[src/rtl/cdma_wr_req_splitter_if.sv]
// Request/command/status bundle around the CDMA write request splitter.
// slave: splitter side; master: requester plus write-engine side.
interface cdma_wr_req_splitter_if #(
  parameter int ADDR_BITS = 34,
  parameter int LEN_BITS  = 28
);
  logic                 req_valid;
  logic                 req_ready;
  logic [ADDR_BITS-1:0] req_addr;
  logic [LEN_BITS-1:0]  req_len;
  logic                 req_ctl;
  logic                 req_done;
  logic                 busy;
  logic                 ctrl_valid;
  logic                 stat_ready;
  logic [ADDR_BITS-1:0] ctrl_addr;
  logic [LEN_BITS-1:0]  ctrl_len;
  logic                 ctrl_ctl;
  logic                 stat_done;

  modport slave (
    input  req_valid, req_addr, req_len, req_ctl,
    input  stat_ready, stat_done,
    output req_ready, req_done, busy,
    output ctrl_valid, ctrl_addr, ctrl_len, ctrl_ctl
  );

  modport master (
    output req_valid, req_addr, req_len, req_ctl,
    output stat_ready, stat_done,
    input  req_ready, req_done, busy,
    input  ctrl_valid, ctrl_addr, ctrl_len, ctrl_ctl
  );
endinterface

[src/rtl/cdma_wr_req_splitter.sv]
// Splits one aligned write request into chunk-bounded engine commands.
// Ports: aclk, aresetn (async low), bus (slave: req_*, ctrl_*, stat_*).
module cdma_wr_req_splitter #(
  parameter int ADDR_BITS       = 34,
  parameter int LEN_BITS        = 28,
  parameter int DATA_BITS       = 256,
  parameter int CHUNK_BITS      = 12,
  parameter int MAX_OUTSTANDING = 8
) (
  input  logic aclk,
  input  logic aresetn,
  cdma_wr_req_splitter_if.slave bus
);

  localparam int BEAT_BITS = $clog2(DATA_BITS / 8);
  localparam int OW = $clog2(MAX_OUTSTANDING + 1);
  localparam logic [OW-1:0] MAX_O = OW'(MAX_OUTSTANDING);
  localparam logic [LEN_BITS:0] CHUNK =
    (LEN_BITS+1)'(1) << CHUNK_BITS;

  typedef enum logic [1:0] {
    IDLE,
    ISSUE,
    DRAIN
  } state_t;

  state_t               state_q, state_d;
  logic [ADDR_BITS-1:0] addr_q, addr_d;
  logic [LEN_BITS-1:0]  rem_q, rem_d;
  logic                 ctl_q, ctl_d;
  logic                 done_q, done_d;
  logic [OW-1:0]        out_q, out_d;

  logic [LEN_BITS:0]    off;
  logic [LEN_BITS:0]    to_bnd;
  logic [LEN_BITS-1:0]  sub_len;
  logic                 xfer;
  logic                 dec;

  // Offset inside the current chunk; low beat bits are zero by alignment.
  always_comb begin
    off = '0;
    off[CHUNK_BITS-1:BEAT_BITS] = addr_q[CHUNK_BITS-1:BEAT_BITS];
    to_bnd = CHUNK - off;
    sub_len = ({1'b0, rem_q} < to_bnd) ? rem_q
                                       : to_bnd[LEN_BITS-1:0];
  end

  assign bus.ctrl_valid = (state_q == ISSUE) && (out_q < MAX_O);
  assign bus.ctrl_addr  = addr_q;
  assign bus.ctrl_len   = sub_len;
  assign bus.ctrl_ctl   = 1'b1;
  assign bus.req_ready  = (state_q == IDLE);
  assign bus.busy       = (state_q != IDLE);
  assign bus.req_done   = done_q;

  assign xfer = bus.ctrl_valid & bus.stat_ready;
  // Stray completions with nothing outstanding are dropped.
  assign dec  = bus.stat_done & (out_q != '0);

  always_comb begin
    out_d = out_q;
    unique case ({xfer, dec})
      2'b10:   out_d = out_q + OW'(1);
      2'b01:   out_d = out_q - OW'(1);
      default: out_d = out_q;
    endcase
  end

  always_comb begin
    state_d = state_q;
    addr_d  = addr_q;
    rem_d   = rem_q;
    ctl_d   = ctl_q;
    done_d  = 1'b0;
    unique case (state_q)
      IDLE: begin
        if (bus.req_valid) begin
          addr_d  = bus.req_addr;
          rem_d   = bus.req_len;
          ctl_d   = bus.req_ctl;
          state_d = (bus.req_len == '0) ? DRAIN : ISSUE;
        end
      end
      ISSUE: begin
        if (xfer) begin
          addr_d = addr_q + ADDR_BITS'(sub_len);
          rem_d  = rem_q - sub_len;
          if (rem_q == sub_len) state_d = DRAIN;
        end
      end
      DRAIN: begin
        if (out_d == '0) begin
          state_d = IDLE;
          done_d  = ctl_q;
        end
      end
      default: state_d = IDLE;
    endcase
  end

  always_ff @(posedge aclk or negedge aresetn) begin
    if (!aresetn) begin
      state_q <= IDLE;
      addr_q  <= '0;
      rem_q   <= '0;
      ctl_q   <= 1'b0;
      done_q  <= 1'b0;
      out_q   <= '0;
    end else begin
      state_q <= state_d;
      addr_q  <= addr_d;
      rem_q   <= rem_d;
      ctl_q   <= ctl_d;
      done_q  <= done_d;
      out_q   <= out_d;
    end
  end

endmodule

[src/flat_wrapper.sv]
// flat-port wrapper written by rule: the top's interface ports become plain ports
module cdma_wr_req_splitter_flat 
#(
  parameter int ADDR_BITS       = 34,
  parameter int LEN_BITS        = 28,
  parameter int DATA_BITS       = 256,
  parameter int CHUNK_BITS      = 12,
  parameter int MAX_OUTSTANDING = 8
)
  (aclk, aresetn, bus_req_valid, bus_req_addr, bus_req_len, bus_req_ctl, bus_stat_ready, bus_stat_done, bus_req_ready, bus_req_done, bus_busy, bus_ctrl_valid, bus_ctrl_addr, bus_ctrl_len, bus_ctrl_ctl);
  cdma_wr_req_splitter_if #(.ADDR_BITS(ADDR_BITS), .LEN_BITS(LEN_BITS)) bus_i ();
  input  logic aclk;
  input  logic aresetn;
  input wire logic [$bits(bus_i.req_valid)-1:0] bus_req_valid;
  input wire logic [$bits(bus_i.req_addr)-1:0] bus_req_addr;
  input wire logic [$bits(bus_i.req_len)-1:0] bus_req_len;
  input wire logic [$bits(bus_i.req_ctl)-1:0] bus_req_ctl;
  input wire logic [$bits(bus_i.stat_ready)-1:0] bus_stat_ready;
  input wire logic [$bits(bus_i.stat_done)-1:0] bus_stat_done;
  output wire logic [$bits(bus_i.req_ready)-1:0] bus_req_ready;
  output wire logic [$bits(bus_i.req_done)-1:0] bus_req_done;
  output wire logic [$bits(bus_i.busy)-1:0] bus_busy;
  output wire logic [$bits(bus_i.ctrl_valid)-1:0] bus_ctrl_valid;
  output wire logic [$bits(bus_i.ctrl_addr)-1:0] bus_ctrl_addr;
  output wire logic [$bits(bus_i.ctrl_len)-1:0] bus_ctrl_len;
  output wire logic [$bits(bus_i.ctrl_ctl)-1:0] bus_ctrl_ctl;
  assign bus_i.req_valid = bus_req_valid;
  assign bus_i.req_addr = bus_req_addr;
  assign bus_i.req_len = bus_req_len;
  assign bus_i.req_ctl = bus_req_ctl;
  assign bus_i.stat_ready = bus_stat_ready;
  assign bus_i.stat_done = bus_stat_done;
  assign bus_req_ready = bus_i.req_ready;
  assign bus_req_done = bus_i.req_done;
  assign bus_busy = bus_i.busy;
  assign bus_ctrl_valid = bus_i.ctrl_valid;
  assign bus_ctrl_addr = bus_i.ctrl_addr;
  assign bus_ctrl_len = bus_i.ctrl_len;
  assign bus_ctrl_ctl = bus_i.ctrl_ctl;
  cdma_wr_req_splitter #(.ADDR_BITS(ADDR_BITS), .LEN_BITS(LEN_BITS), .DATA_BITS(DATA_BITS), .CHUNK_BITS(CHUNK_BITS), .MAX_OUTSTANDING(MAX_OUTSTANDING)) u_core (.aclk(aclk), .aresetn(aresetn), .bus(bus_i));
endmodule
[config.mk]
export PLATFORM = sky130hd
export DESIGN_NAME = cdma_wr_req_splitter_flat
export DESIGN_NICKNAME = d
export VERILOG_FILES = /design/src/rtl/cdma_wr_req_splitter_if.sv /design/src/rtl/cdma_wr_req_splitter.sv /design/src/flat_wrapper.sv
export SDC_FILE = /design/constraint.sdc
export NUM_CORES = 1
export LEC_CHECK = 0
export ABC_AREA = 1
export ABC_CLOCK_PERIOD_IN_PS = 4870
export BUFFER_PORTS_ARGS = -buffer_cell sky130_fd_sc_hd__buf_4
export CAP_MARGIN = 20
export CORE_ASPECT_RATIO = 1.25
export CORE_MARGIN = 5
export CORE_UTILIZATION = 57
export DETAILED_ROUTE_END_ITERATION = 8
export PLACE_DENSITY = 0.82
export SLEW_MARGIN = 20
export SYNTH_ARGS = -nofsm -noshare
export SYNTH_HDL_FRONTEND = slang
export SYNTH_SLANG_ARGS = --single-unit
[constraint.sdc]
create_clock -name aclk -period 4.87 [get_ports aclk]
set_input_delay 0 -clock aclk [delete_from_list [all_inputs] [get_ports aclk]]
set_output_delay 0 -clock aclk [all_outputs]
set_load 0.02 [all_outputs]
# == Yosys cells after proc, flatten, opt, wreduce, memory -nomap -nowiden ==
# Cells that the tools add are included.
# totals
regBits,70
inputBits,68
output_inout_bits,67
elab_cells,50
# classes
n_addsub,5
n_lt_le_gt_ge,2
n_eq_ne,9
mux,16
bitwise,2
n_reduce_logical,10
# ops
op,count
2-to-1 mux 28 bit,3
2-to-1 mux 34 bit,2
case mux 34 bit (2 select lines),1
case mux 28 bit (2 select lines),1
adder 34 x 28 -> 34 bit,1
less-than comparator 28 x 29 -> 1 bit,1
== test 28 bit,1
zero test 28 bit,1
subtractor 28 bit,1
"subtractor 13 x 12 -> 14 bit, first input constant",1
2-to-1 mux 2 bit,5
case mux 4 bit (2 select lines),1
case mux 2 bit (3 select lines),1
"adder 4 x 1 -> 4 bit, second input constant",1
"== test 2 x 1 -> 1 bit, second input constant",2
"== test 2 bit, second input constant",2
zero test 4 bit,1
"less-than comparator 4 bit, second input constant",1
"!= test 2 x 1 -> 1 bit, second input constant",2
"!= test 2 bit, second input constant",2
AND reduction 4 bit,1
nonzero test 2 bit,2
nonzero test 4 bit,1
"subtractor 4 x 1 -> 4 bit, second input constant",1
6 further kinds,8

# == Depth between registers and ports, before layout ==
# Gate-level depths: netlist of run 1.
# logic_depth
word_depth,8
mapped_depth,32
ltp_nobuf,31

# == Least setup slack after synthesis of run 1 ==
# OpenSTA, ideal clock, no wires.
# synth_path
path_kind,reg2reg
start,"reg u_core.addr_q[5], in the netlist u_core.bus.ctrl_addr[5]"
end,reg u_core.rem_q[21]
setup_ns,0.116
arrival_ns,4.404
required_ns,4.754
slack_ns,0.350
stages_incl_launch_ff,29
n_path_buf,1
synth_period_minus_slack_ns,4.520
path_cell_list,dfrtp_1 > inv_1 > ha_1 > nand3_1 > nor3_1 > xor2_1 > ha_1 > nand2_1 > nor2_1 > nor2_1 > nand2_1 > nor2_2 > nand2_4 > clkbuf_1 > o21ai_0 > inv_1 > ha_1 > inv_1 > o21bai_1 > nand2_1 > o211ai_1 > nand2_1 > o21ai_1 > nor2_1 > nand3_1 > nor2_1 > a21oi_1 > a21o_1 > nand2_1
# synth_between
elab_chain_cells,6
# synth_rtl
item,line_no,text
"start, declared",cdma_wr_req_splitter.sv:28,"logic [ADDR_BITS-1:0] addr_q, addr_d;"
"start signal, assigned",cdma_wr_req_splitter.sv:112,addr_q <= addr_d;
subtractor 13 x 12 -> 14 bit *,cdma_wr_req_splitter.sv:44,to_bnd = CHUNK - off;
less-than comparator 28 x 29 -> 1 bit,cdma_wr_req_splitter.sv:45,"sub_len = ({1'b0, rem_q} < to_bnd) ? rem_q"
2-to-1 mux 28 bit *,cdma_wr_req_splitter.sv:45,
named net bus_ctrl_len[6],flat_wrapper.sv:25,output wire logic [$bits(bus_i.ctrl_len)-1:0] bus_ctrl_len;
subtractor 28 bit *,cdma_wr_req_splitter.sv:88,rem_d = rem_q - sub_len;
2-to-1 mux 28 bit *,cdma_wr_req_splitter.sv:86,if (xfer) begin
case mux 28 bit (2 select lines) *,cdma_wr_req_splitter.sv:76,unique case (state_q)
"end signal, assigned",cdma_wr_req_splitter.sv:113,rem_q <= rem_d;
"end, declared",cdma_wr_req_splitter.sv:29,"logic [LEN_BITS-1:0] rem_q, rem_d;"
# The timed path passes the listed nets; every way through them passes the cells marked *. The select of a mux whose other input is x is not followed.
# A chain may end at the register's enable or synchronous reset.

# == Final worst setup path of run 1 ==
# layout_path
start,"reg u_core.addr_q[5], in the netlist u_core.bus.ctrl_addr[5]"
end,"reg u_core.addr_q[19], in the netlist u_core.bus.ctrl_addr[19]"
# layout_between
elab_chain_cells,6
# layout_rtl
item,line_no,text
subtractor 13 x 12 -> 14 bit,cdma_wr_req_splitter.sv:44,
less-than comparator 28 x 29 -> 1 bit,cdma_wr_req_splitter.sv:45,
2-to-1 mux 28 bit,cdma_wr_req_splitter.sv:45,
adder 34 x 28 -> 34 bit *,cdma_wr_req_splitter.sv:87,addr_d = addr_q + ADDR_BITS'(sub_len);
2-to-1 mux 34 bit *,cdma_wr_req_splitter.sv:86,
case mux 34 bit (2 select lines) *,cdma_wr_req_splitter.sv:76,
# Mark *: on every way between the ends. The rest lies on a longest branch, timed or not. The select of a mux whose other input is x is not followed.

==> flow_summary.toml, run 1 <==
[status]
status = "complete, no violations"

[logic_synthesis]
synth_top_area_share_pct = 25.9
synth_area_leader_cell = "dfrtp_1"
synth-main-ff-cell = "dfrtp_1"
ys_seq_area_share_pct = 25.9
synth_edf_count = 0
ys_seq_elements = 70
syn_inst = 1051
yosys.cell_types.count = 45
synth_warnings = 0
syn-cell-area_um2 = 6760
yosys-top-cells-area = "dfrtp_1, nand2_1, ha_1"
synthArstFlopShare_pct = 100
syn_area_per_cell_um2 = 6.44

[pwr]
total_power_uw = 6890
p_per_area_nw_per_um2 = 797
p_leak_uw = 0.00441
vdd_ir_drop_max_mv = 0.485

[floorplan]
die_y_um = 132
core_area_um2 = 11600
boundaryPins = 135
start_util_pct = 58.2
die_area_um2 = 14200
num_rows = 44
die_w_um = 107

[worst_setup_path]
worstPathRequired_ns = 5.14
endpoint_kind = "flip-flop"
slowest_delay_ns = 0.45
worstRegToRegCells = 25
cpMostUsedCell = "nor2_1"
cp_max_fo = 14
slowest_stage = "dfrtp_1"
crit_path_start_kind = "flip-flop"
path_class = "flip-flop to flip-flop"
crit_arrival_ns = 4.76

[timing]
fin_skew_ns = 0.00637
max_freq_mhz = 222
worst_slew_pin_slew_ns = 0.939
drv_slew = 0
fin_setup_tns_ns = 0
min_period_ns = 4.50
final-setup-viol-count = 0
slew-limit-headroom_pct = 37.4
finalCritPeriodShare_pct = 92.3
finalHoldViolCount = 0
worst_slack_ns = 0.375

[layout]
area_growth_pct = 27.8
drive_gt1_share_pct = 14.8
final_util_pct = 74.4
ff_latch_area_um2 = 1750
fillers = 945
fin_area_um2 = 8650
multi_input_area_um2 = 4460
nNetsFinal = 1343

[place]
placed_area_um2 = 7810
dpl_worst_slack_ns = 0.160
portBuffers = 118
hpwlAfterDp_mm = 15.9
place_congestion = 1.05

[hold_path]
hold_class = "input port to flip-flop"
hold_depth = 5

[clock_network]
cts_buffers = 9
path_clk_slew_ns = 0.06
cts_tree = "yes"
clock_latency_ns = 0.35
clock_sinks = 70
cts-root-buf = "clkbuf_16"
htree_levels = 3
cts_max_path_buffers = 2

[drt]
vias = 7640
routed_wl_mm = 21.9
ant_nets = 0
wl_per_cell_um = 15.8
drtIter0Drc = 481
route.detailed.drc = 0
dr.pass1.iters = 5
viasPerCell = 5.49

[run]
drv_cap = 0

[global_routing]
antenna_found_initial = 1
grt_use_total_pct = 30.8
grt_pass1_wl_mm = 35.2
grt_pass1_vias = 7413
grt-ovfl-total = 0
grt_max_degree = 86
-- cell usage in the layout (no fill, tap or decap), drive strengths merged, types with 2 or more instances in the layout --
cell type / synthesis / final
a211oi: 3 / 3
a21boi: 2 / 2
a21o: 9 / 9
a21oi: 62 / 62
a31oi: 5 / 5
and3: 2 / 2
buf: 27 / 135
clkbuf: 17 / 13
clkinvlp: 0 / 3
conb: 2 / 32
dfrtp: 70 / 70
dlygate4sd3: 0 / 41
fa: 2 / 2
ha: 48 / 48
inv: 128 / 127
mux2: 2 / 2
nand2: 255 / 255
nand3: 51 / 51
nand3b: 2 / 2
nand4: 14 / 14
nor2: 150 / 150
nor3: 15 / 15
nor4: 7 / 7
o211ai: 13 / 13
o21a: 3 / 3
o21ai: 107 / 107
o21bai: 5 / 5
o22ai: 10 / 10
or2: 2 / 2
xnor2: 8 / 8
xor2: 24 / 24
-- worst max-delay path: cells and delay by family (launching register included) --
family / cells / cell delay [ns]
AOI/OAI and AO/OA: 5 / 1.30
and+or+nand+nor: 12 / 1.18
adders and majority gates: 3 / 0.84
DFF: 1 / 0.45
buffers and inverters: 3 / 0.39
xor gates and xnor gates: 2 / 0.25
-- layer usage --
layer,wire length [um],global-route usage (%),share of wire [%],vias to the layer above
met5,0,0,0,-
met2,11000,53.6,50,284
met1,8250,34.2,38,3500
met3,1270,5.68,5.8,96
li1,-,-,-,3760
met4,1390,19.4,6.3,0
-- path summary, 6_finish.rpt --
path,start,end,slack (ns)
setup / recovery,u_core.bus.ctrl_addr[5],u_core.bus.ctrl_addr[19],0.37
hold / removal,bus_req_len[14],u_core.rem_q[14],0.002
setup reg to reg,u_core.bus.ctrl_addr[5],u_core.bus.ctrl_addr[19],0.37
hold reg to reg,u_core.bus.ctrl_addr[20],u_core.bus.ctrl_addr[20],0.51
max in group asynchronous,aresetn,u_core.rem_q[23],3.91
min in group asynchronous,aresetn,u_core.bus.ctrl_addr[13],0.33
-- logic make-up (layout without fill, tap and decap cells) --
logic type	Yosys count	after routing	share of synthesized area [%]
adder cells (fa/ha/maj)	50	50	9.47
flip-flops	70	70	25.9
AO/OA/AOI/OAI	224	224	18.5
other	2	33	0.111
XOR/XNOR	32	32	4.14
multiplexers	2	2	0.333
buffers and inverters	172	321	10.6
AND/OR/NAND/NOR	499	499	30.9
-- synth_stat cells, drive strengths merged, types with 2 or more instances --
cell type / instances
o211ai: 13
dfrtp: 70
xor2: 24
a21boi: 2
clkbuf: 17
a21o: 9
xnor2: 8
inv: 128
nand3: 51
nand4: 14
mux2: 2
o21ai: 107
o21bai: 5
ha: 48
buf: 27
and3: 2
o21a: 3
conb: 2
nand2: 255
nor3: 15
nor4: 7
fa: 2
a31oi: 5
nand3b: 2
a211oi: 3
or2: 2
a21oi: 62
o22ai: 10
nor2: 150
-- cell type report --
| class | instances | area share [%] |
|---|---|---|
| clock inverter | 3 | 0.492 |
| tap | 161 | 2.33 |
| timing repair buffer | 176 | 16.6 |
| sequential | 70 | 20.3 |
| multi-input combinational | 839 | 51.6 |
| antenna | 1 | 0.0289 |
| timing repair inverter | 1 | 0.0579 |
| inverter | 128 | 5.60 |
| clock buffer | 13 | 3.01 |
-- registers in the layout, summed over array words and instances, names as in the netlist --
register	count
u_core.state_q	2
u_core.bus.ctrl_addr	34
u_core.bus.req_done	1
u_core.out_q	4
u_core.rem_q	28
u_core.ctl_q	1
-- per-stage QoR --
step,hold WS [ns],instances
after floorplan,-0.296,1081
after global placement,0.195,1326
after detailed placement,0.194,1326
after CTS,0.000788,1383
after global routing,0.0165,1392
final,0.00165,1392
-- power by group --
group / total [uW] / internal, uW / switching (uW)
Combinational: 4960 / 1810 / 3150
Sequential: 1240 / 883 / 356
Clock: 687 / 424 / 263
-- timing repair --
item | CTS | global route
setup buffers | 0 | 7
hold endpoints to repair | 110 | 0
hold buffers | 41 | 0
gates resized for setup | 0 | 17
setup endpoints to repair | 0 | 26
(Power assumes the default switching activity.)
==> run 2: changes to the inputs <==
--- a/config.mk
+++ b/config.mk
@@ -11,9 +11,8 @@
 export CAP_MARGIN = 20
 export CORE_ASPECT_RATIO = 1.25
 export CORE_MARGIN = 5
-export CORE_UTILIZATION = 57
+export CORE_UTILIZATION = 25
 export DETAILED_ROUTE_END_ITERATION = 8
-export PLACE_DENSITY = 0.82
 export SLEW_MARGIN = 20
 export SYNTH_ARGS = -nofsm -noshare
 export SYNTH_HDL_FRONTEND = slang
==> run 2 against run 1 <==
Net effect:
- global-route usage fell by 15 points
- non-clock buffer count shrank 5
- routed wire length grew 10%
- setup slack worse by 0.060 ns
- utilization fell by 42 points
- final cell count is 13% higher
- maximum frequency fell by 1.3%
- via count shrank 3.7%
- final area up 1.6%
- worst hold slack barely moved
- first-iteration DRC count is 18% lower
- sequential power is essentially flat
==> flow_summary.toml, run 2 (same netlist as run 1, synthesis figures left out) <==
[global_routing]
grt_max_degree = 86
grt-ovfl-total = 0
grt_pass1_vias = 7267
antenna_found_initial = 0
grt_pass1_wl_mm = 38.3
grt_use_total_pct = 15.7

[timing]
rsz0062_at_grt = "no"
finalCritPeriodShare_pct = 93.5
final-setup-viol-count = 0
finalHoldViolCount = 0
fin_setup_tns_ns = 0
drv_slew = 0
min_period_ns = 4.56
max_freq_mhz = 220
worst_slew_pin_slew_ns = 0.904
fin_skew_ns = 0.0102
slew-limit-headroom_pct = 39.7

[pwr]
intPower_uw = 3130
p_clk_share_pct = 9.9
vdd_ir_drop_max_mv = 0.233
p_sw_share_pct = 54.9
p_seq_share_pct = 17.8
comb_power_share_pct = 72.3
switchingPower_uw = 3810
p_per_area_nw_per_um2 = 790
p_leak_uw = 0.00438

[place]
hpwlAfterDp_mm = 18.9
placed_area_um2 = 8090
place_congestion = 0.942
portBuffers = 118

[floorplan]
start_util_pct = 25.3
boundaryPins = 135
die_y_um = 194
die_w_um = 157
die_area_um2 = 30500
core_area_um2 = 26700
num_rows = 67

[layout]
fin_area_um2 = 8780
ff_latch_area_um2 = 1750
largest_register_ffs = 34
fillers = 2832
nNetsFinal = 1338
final_cell_mix = "nand2_1, nor2_1, buf_4"
antenna_cells = 0
mostFrequentLayoutCell = "nand2_1"
multi_input_area_um2 = 4440
drive_gt1_share_pct = 14.8
area_growth_pct = 29.8

[drt]
viasPerCell = 4.68
vias = 7355
routed_wl_mm = 24.2
dr.pass1.iters = 6
ant_nets = 0
wl_per_cell_um = 15.4
drtIter0Drc = 393
route.detailed.drc = 0

[worst_setup_path]
slowest_delay_ns = 0.44
slowest_stage = "dfrtp_1"
worstPathRequired_ns = 5.11
path_buf_inv = 4
endpoint_kind = "flip-flop"
critPathTopFamily = "simple AND/OR/NAND/NOR gates"
path_class = "flip-flop to flip-flop"
crit_arrival_ns = 4.80
cpMostUsedCell = "nand2_1"
cp_max_fo = 15
crit_path_start_kind = "flip-flop"

[clock_network]
cts_buffers = 9
htree_levels = 3
clock_latency_ns = 0.35
clock_sinks = 70
cts_max_path_buffers = 2
cts_tree = "yes"
path_clk_slew_ns = 0.07
cts-root-buf = "clkbuf_16"

[hold_path]
hold_class = "input port to flip-flop"

[run]
drv_cap = 0

[status]
status = "complete, no violations"
==> run 2: cell count changes in the layout (fill, tap and decap cells not counted), sizes merged <==
| cell | before | now |
|---|---|---|
| clkbuf | 13 | 9 |
| dlygate4sd3 | 41 | 34 |
| buf | 135 | 137 |
| diode | 1 | 0 |
| clkinvlp | 3 | 2 |
| clkinv | 1 | 7 |
| inv | 127 | 126 |
==> run 2: power groups by stage <==
stage	Sequential, uW	Combinational (uW)	Clock, uW
floorplan	1300	3300	0
global placement	1240	4860	0
detailed placement	1240	4910	0
CTS	1240	4960	701
global route	1280	5620	722
finish	1240	5020	687
==> run 2: what timing repair did <==
item                                   4_1_cts  5_1_grt
resized for setup                            0       15
setup endpoints to repair                    0       24
buffers inserted                             0        3
endpoints found under the hold margin       50        0
hold buffers                                34        0
==> run 2: worst paths after layout <==
| kind | from | endpoint | slack (ns) | cells after the start |
|---|---|---|---|---|
| setup / recovery | u_core.bus.ctrl_addr[5] | u_core.rem_q[21] | 0.31 | 29 |
| hold / removal | bus_req_addr[17] | u_core.bus.ctrl_addr[17] | 0.002 | 3 |
| setup reg to reg | u_core.bus.ctrl_addr[5] | u_core.rem_q[21] | 0.31 | 29 |
| hold reg to reg | u_core.ctl_q | u_core.ctl_q | 0.51 | 1 |
| max in group asynchronous | aresetn | u_core.bus.ctrl_addr[26] | 3.78 | 3 |
| min in group asynchronous | aresetn | u_core.bus.ctrl_addr[1] | 0.07 | 2 |
==> run 2: cell type report <==
| type | instances | area share [%] |
|---|---|---|
| multi-input cells | 839 | 50.5 |
| flip-flops and latches | 70 | 19.9 |
| repair buffers | 171 | 15.6 |
| repair inverters | 1 | 0.0855 |
| inverters | 128 | 5.53 |
| clock buffers | 9 | 2.56 |
| clock inverters | 7 | 0.855 |
| well taps | 345 | 4.92 |
==> run 2: tightest hold or removal path, cell delays in order <==
cell,delay [ns]
buf_4,0.07
o21ai_0,0.06
o21ai_0,0.17
==> run 2: per-stage QoR <==
| step | power, uW | worst slack, ns | hold slack, ns | cells | utilization, % |
|---|---|---|---|---|---|
| finish | 6940 | 0.314 | 0.00201 | 1570 | 32.8 |
| CTS | 6890 | 0.126 | 0.0000433 | 1566 | 32.6 |
| floorplan | 4600 | 0.350 | -0.296 | 1081 | - |
| detailed placement | 6150 | 0.194 | -0.106 | 1516 | 30.2 |
| global route | 7620 | 0.0220 | 0.0174 | 1570 | 32.8 |
| global placement | 6100 | 0.210 | -0.107 | 1516 | 30.2 |
==> run 2: metal layers <==
metal	track usage, %	up-vias	part of all wire (%)
met5	0	-	0
met4	6.09	0	3.0
met3	1.99	39	3.7
met2	29.2	185	53
met1	18.0	3376	40
li1	-	3755	-
==> run 3: changes to the inputs <==
--- a/config.mk
+++ b/config.mk
@@ -12,8 +12,9 @@
 export CORE_ASPECT_RATIO = 1.25
 export CORE_MARGIN = 5
 export CORE_UTILIZATION = 25
+export CTS_BUF_LIST = sky130_fd_sc_hd__clkbuf_8
 export DETAILED_ROUTE_END_ITERATION = 8
-export SLEW_MARGIN = 20
+export GPL_TIMING_DRIVEN = 0
 export SYNTH_ARGS = -nofsm -noshare
 export SYNTH_HDL_FRONTEND = slang
 export SYNTH_SLANG_ARGS = --single-unit
==> run 3 against run 2 <==
Net effect:
- the run now ends with hold timing left
- power up 1.9%
- critical path depth up 1
- via count up 5.9%
- critical endpoint unchanged
==> flow_summary.toml, run 3 (same netlist as run 1, synthesis figures left out) <==
[status]
status = "finished with violations"
failed_checks = "hold timing"

[clock_network]
cts_tree = "yes"
cts_buffers = 9
cts-root-buf = "clkbuf_8"
clock_latency_ns = 0.38
htree_levels = 3
path_clk_slew_ns = 0.08
cts_max_path_buffers = 2
clock_sinks = 70

[layout]
mostFrequentLayoutCell = "nand2_1"
drive_gt1_share_pct = 16.8
final_cell_mix = "nand2_1, buf_4, nor2_1"
largest_register_ffs = 34
area_growth_pct = 34.5
antenna_cells = 0
nNetsFinal = 1385

[floorplan]
die_area_um2 = 30500
die_y_um = 194
core_area_um2 = 26700
start_util_pct = 25.3
die_w_um = 157
num_rows = 67
boundaryPins = 135

[drt]
viasPerCell = 4.82
ant_nets = 0
dr.pass1.iters = 5
drtIter0Drc = 506
routed_wl_mm = 27.5
vias = 7792
route.detailed.drc = 0
wl_per_cell_um = 17.0

[timing]
slew-limit-headroom_pct = 34.4
worst_slew_pin_slew_ns = 0.983
worst_slack_ns = 0.284
finalCritPeriodShare_pct = 94.2
max_freq_mhz = 218
fin_skew_ns = 0.0133
min_period_ns = 4.59
hold_ws_ns = -0.00351
finalHoldViolCount = 2
drv_slew = 0
final-setup-viol-count = 0

[pwr]
p_leak_uw = 0.00452
vdd_ir_drop_max_mv = 0.201
p_per_area_nw_per_um2 = 778
total_power_uw = 7080

[place]
dpl_worst_slack_ns = -0.325
hpwlAfterDp_mm = 22.0
portBuffers = 118
place_congestion = 0.958

[global_routing]
grt-ovfl-total = 0
grt_pass1_vias = 7718
grt_use_total_pct = 17.8
grt_max_degree = 71
antenna_found_initial = 0
grt_pass1_wl_mm = 42.1

[worst_setup_path]
cp_max_fo = 9
reg2reg_from = "u_core.bus.ctrl_addr[5]"
regToRegEndpoint = "u_core.rem_q[21]"
cpMostUsedCell = "nand2_1"
critPathTopFamily = "simple AND/OR/NAND/NOR gates"
crit_cells = 30
slowest_delay_ns = 0.47
worstRegToRegCells = 30
crit_arrival_ns = 4.87
reg2reg_slack_ns = 0.28
worstPathRequired_ns = 5.15
slowest_stage = "dfrtp_2"
endpoint_kind = "flip-flop"
path_class = "flip-flop to flip-flop"
path_buf_inv = 5
crit_path_start_kind = "flip-flop"

[hold_path]
hold_class = "input port to flip-flop"
min_to = "u_core.bus.ctrl_addr[12]"
hold_start = "bus_req_addr[12]"
hold_depth = 3

[run]
drv_cap = 0
==> run 3: cell types whose count changed in the layout (fill, tap and decap cells not counted), moves of 4 or more <==
cell,delta
nor2_2,+5
nor2_1,-5
buf_4,+6
buf_2,+8
o21ai_2,+5
a21oi_1,-4
clkbuf_1,+15
clkbuf_8,+10
clkbuf_16,-9
dlygate4sd3_1,+17
clkinv_4,-4
o21ai_0,-6
==> run 3: final cells by class <==
class	count	area, um^2
fill	2901	17600
multi-input combinational	839	4550
sequential	70	1750
timing repair buffer	175	1440
inverter	128	480
tap	345	432
buffer	44	246
clock buffer	10	138
clock inverter	5	51.3
==> run 3: metal layers <==
layer	wire length [um]	track usage, %
met1	10500	20.2
met2	14300	32.5
met3	1340	2.14
met4	1410	8.77
met5	0	0
==> run 3: worst max path at each step <==
stage,start,endpoint,slack [ns]
after detailed placement,u_core.bus.ctrl_addr[5],u_core.bus.ctrl_addr[18],-0.32
final,u_core.bus.ctrl_addr[5],u_core.rem_q[21],0.28
after global placement,u_core.bus.ctrl_addr[5],u_core.bus.ctrl_addr[18],-0.29
after floorplan,u_core.bus.ctrl_addr[5],u_core.rem_q[21],0.35
after global routing,u_core.bus.ctrl_addr[5],u_core.state_q[1],-0.04
after CTS,u_core.bus.ctrl_addr[5],u_core.bus.ctrl_addr[31],-0.01
==> run 3: worst reg2reg max path, delay by kind of cell (launching register included) <==
kind / cells / cell delay (ns)
AOI/OAI and AO/OA: 5 / 0.71
DFF: 1 / 0.47
buffers and inverters: 5 / 0.47
adders and majority gates: 3 / 0.73
xor gates and xnor gates: 1 / 0.26
and+or+nand+nor: 16 / 1.84
==> run 3: timing repair <==
item | in CTS | in global routing
hold buffers | 51 | 0
endpoints found under the setup margin | 21 | 37
gates resized for setup | 11 | 45
pin swaps | 0 | 5
endpoints found under the hold margin | 120 | 0
buffers inserted | 0 | 6
==> run 3: stage by stage <==
step | util, % | instances | TNS (ns) | cell area [um^2]
CTS | 33.3 | 1610 | -0.0221 | 8910
detailed placement | 30.6 | 1544 | -2.86 | 8190
floorplan | - | 1081 | 0 | 6880
finish | 34.0 | 1616 | 0 | 9090
global route | 34.0 | 1616 | -0.0844 | 9090
global placement | 30.6 | 1544 | -2.32 | 8190
==> run 3: report_power, final <==
group / internal [uW] / leakage, uW / switching (uW)
sequential: 881 / 0.000850 / 371
clock: 244 / 0.0000993 / 258
combinational: 1910 / 0.00357 / 3410
total: 3040 / 0.00452 / 4040
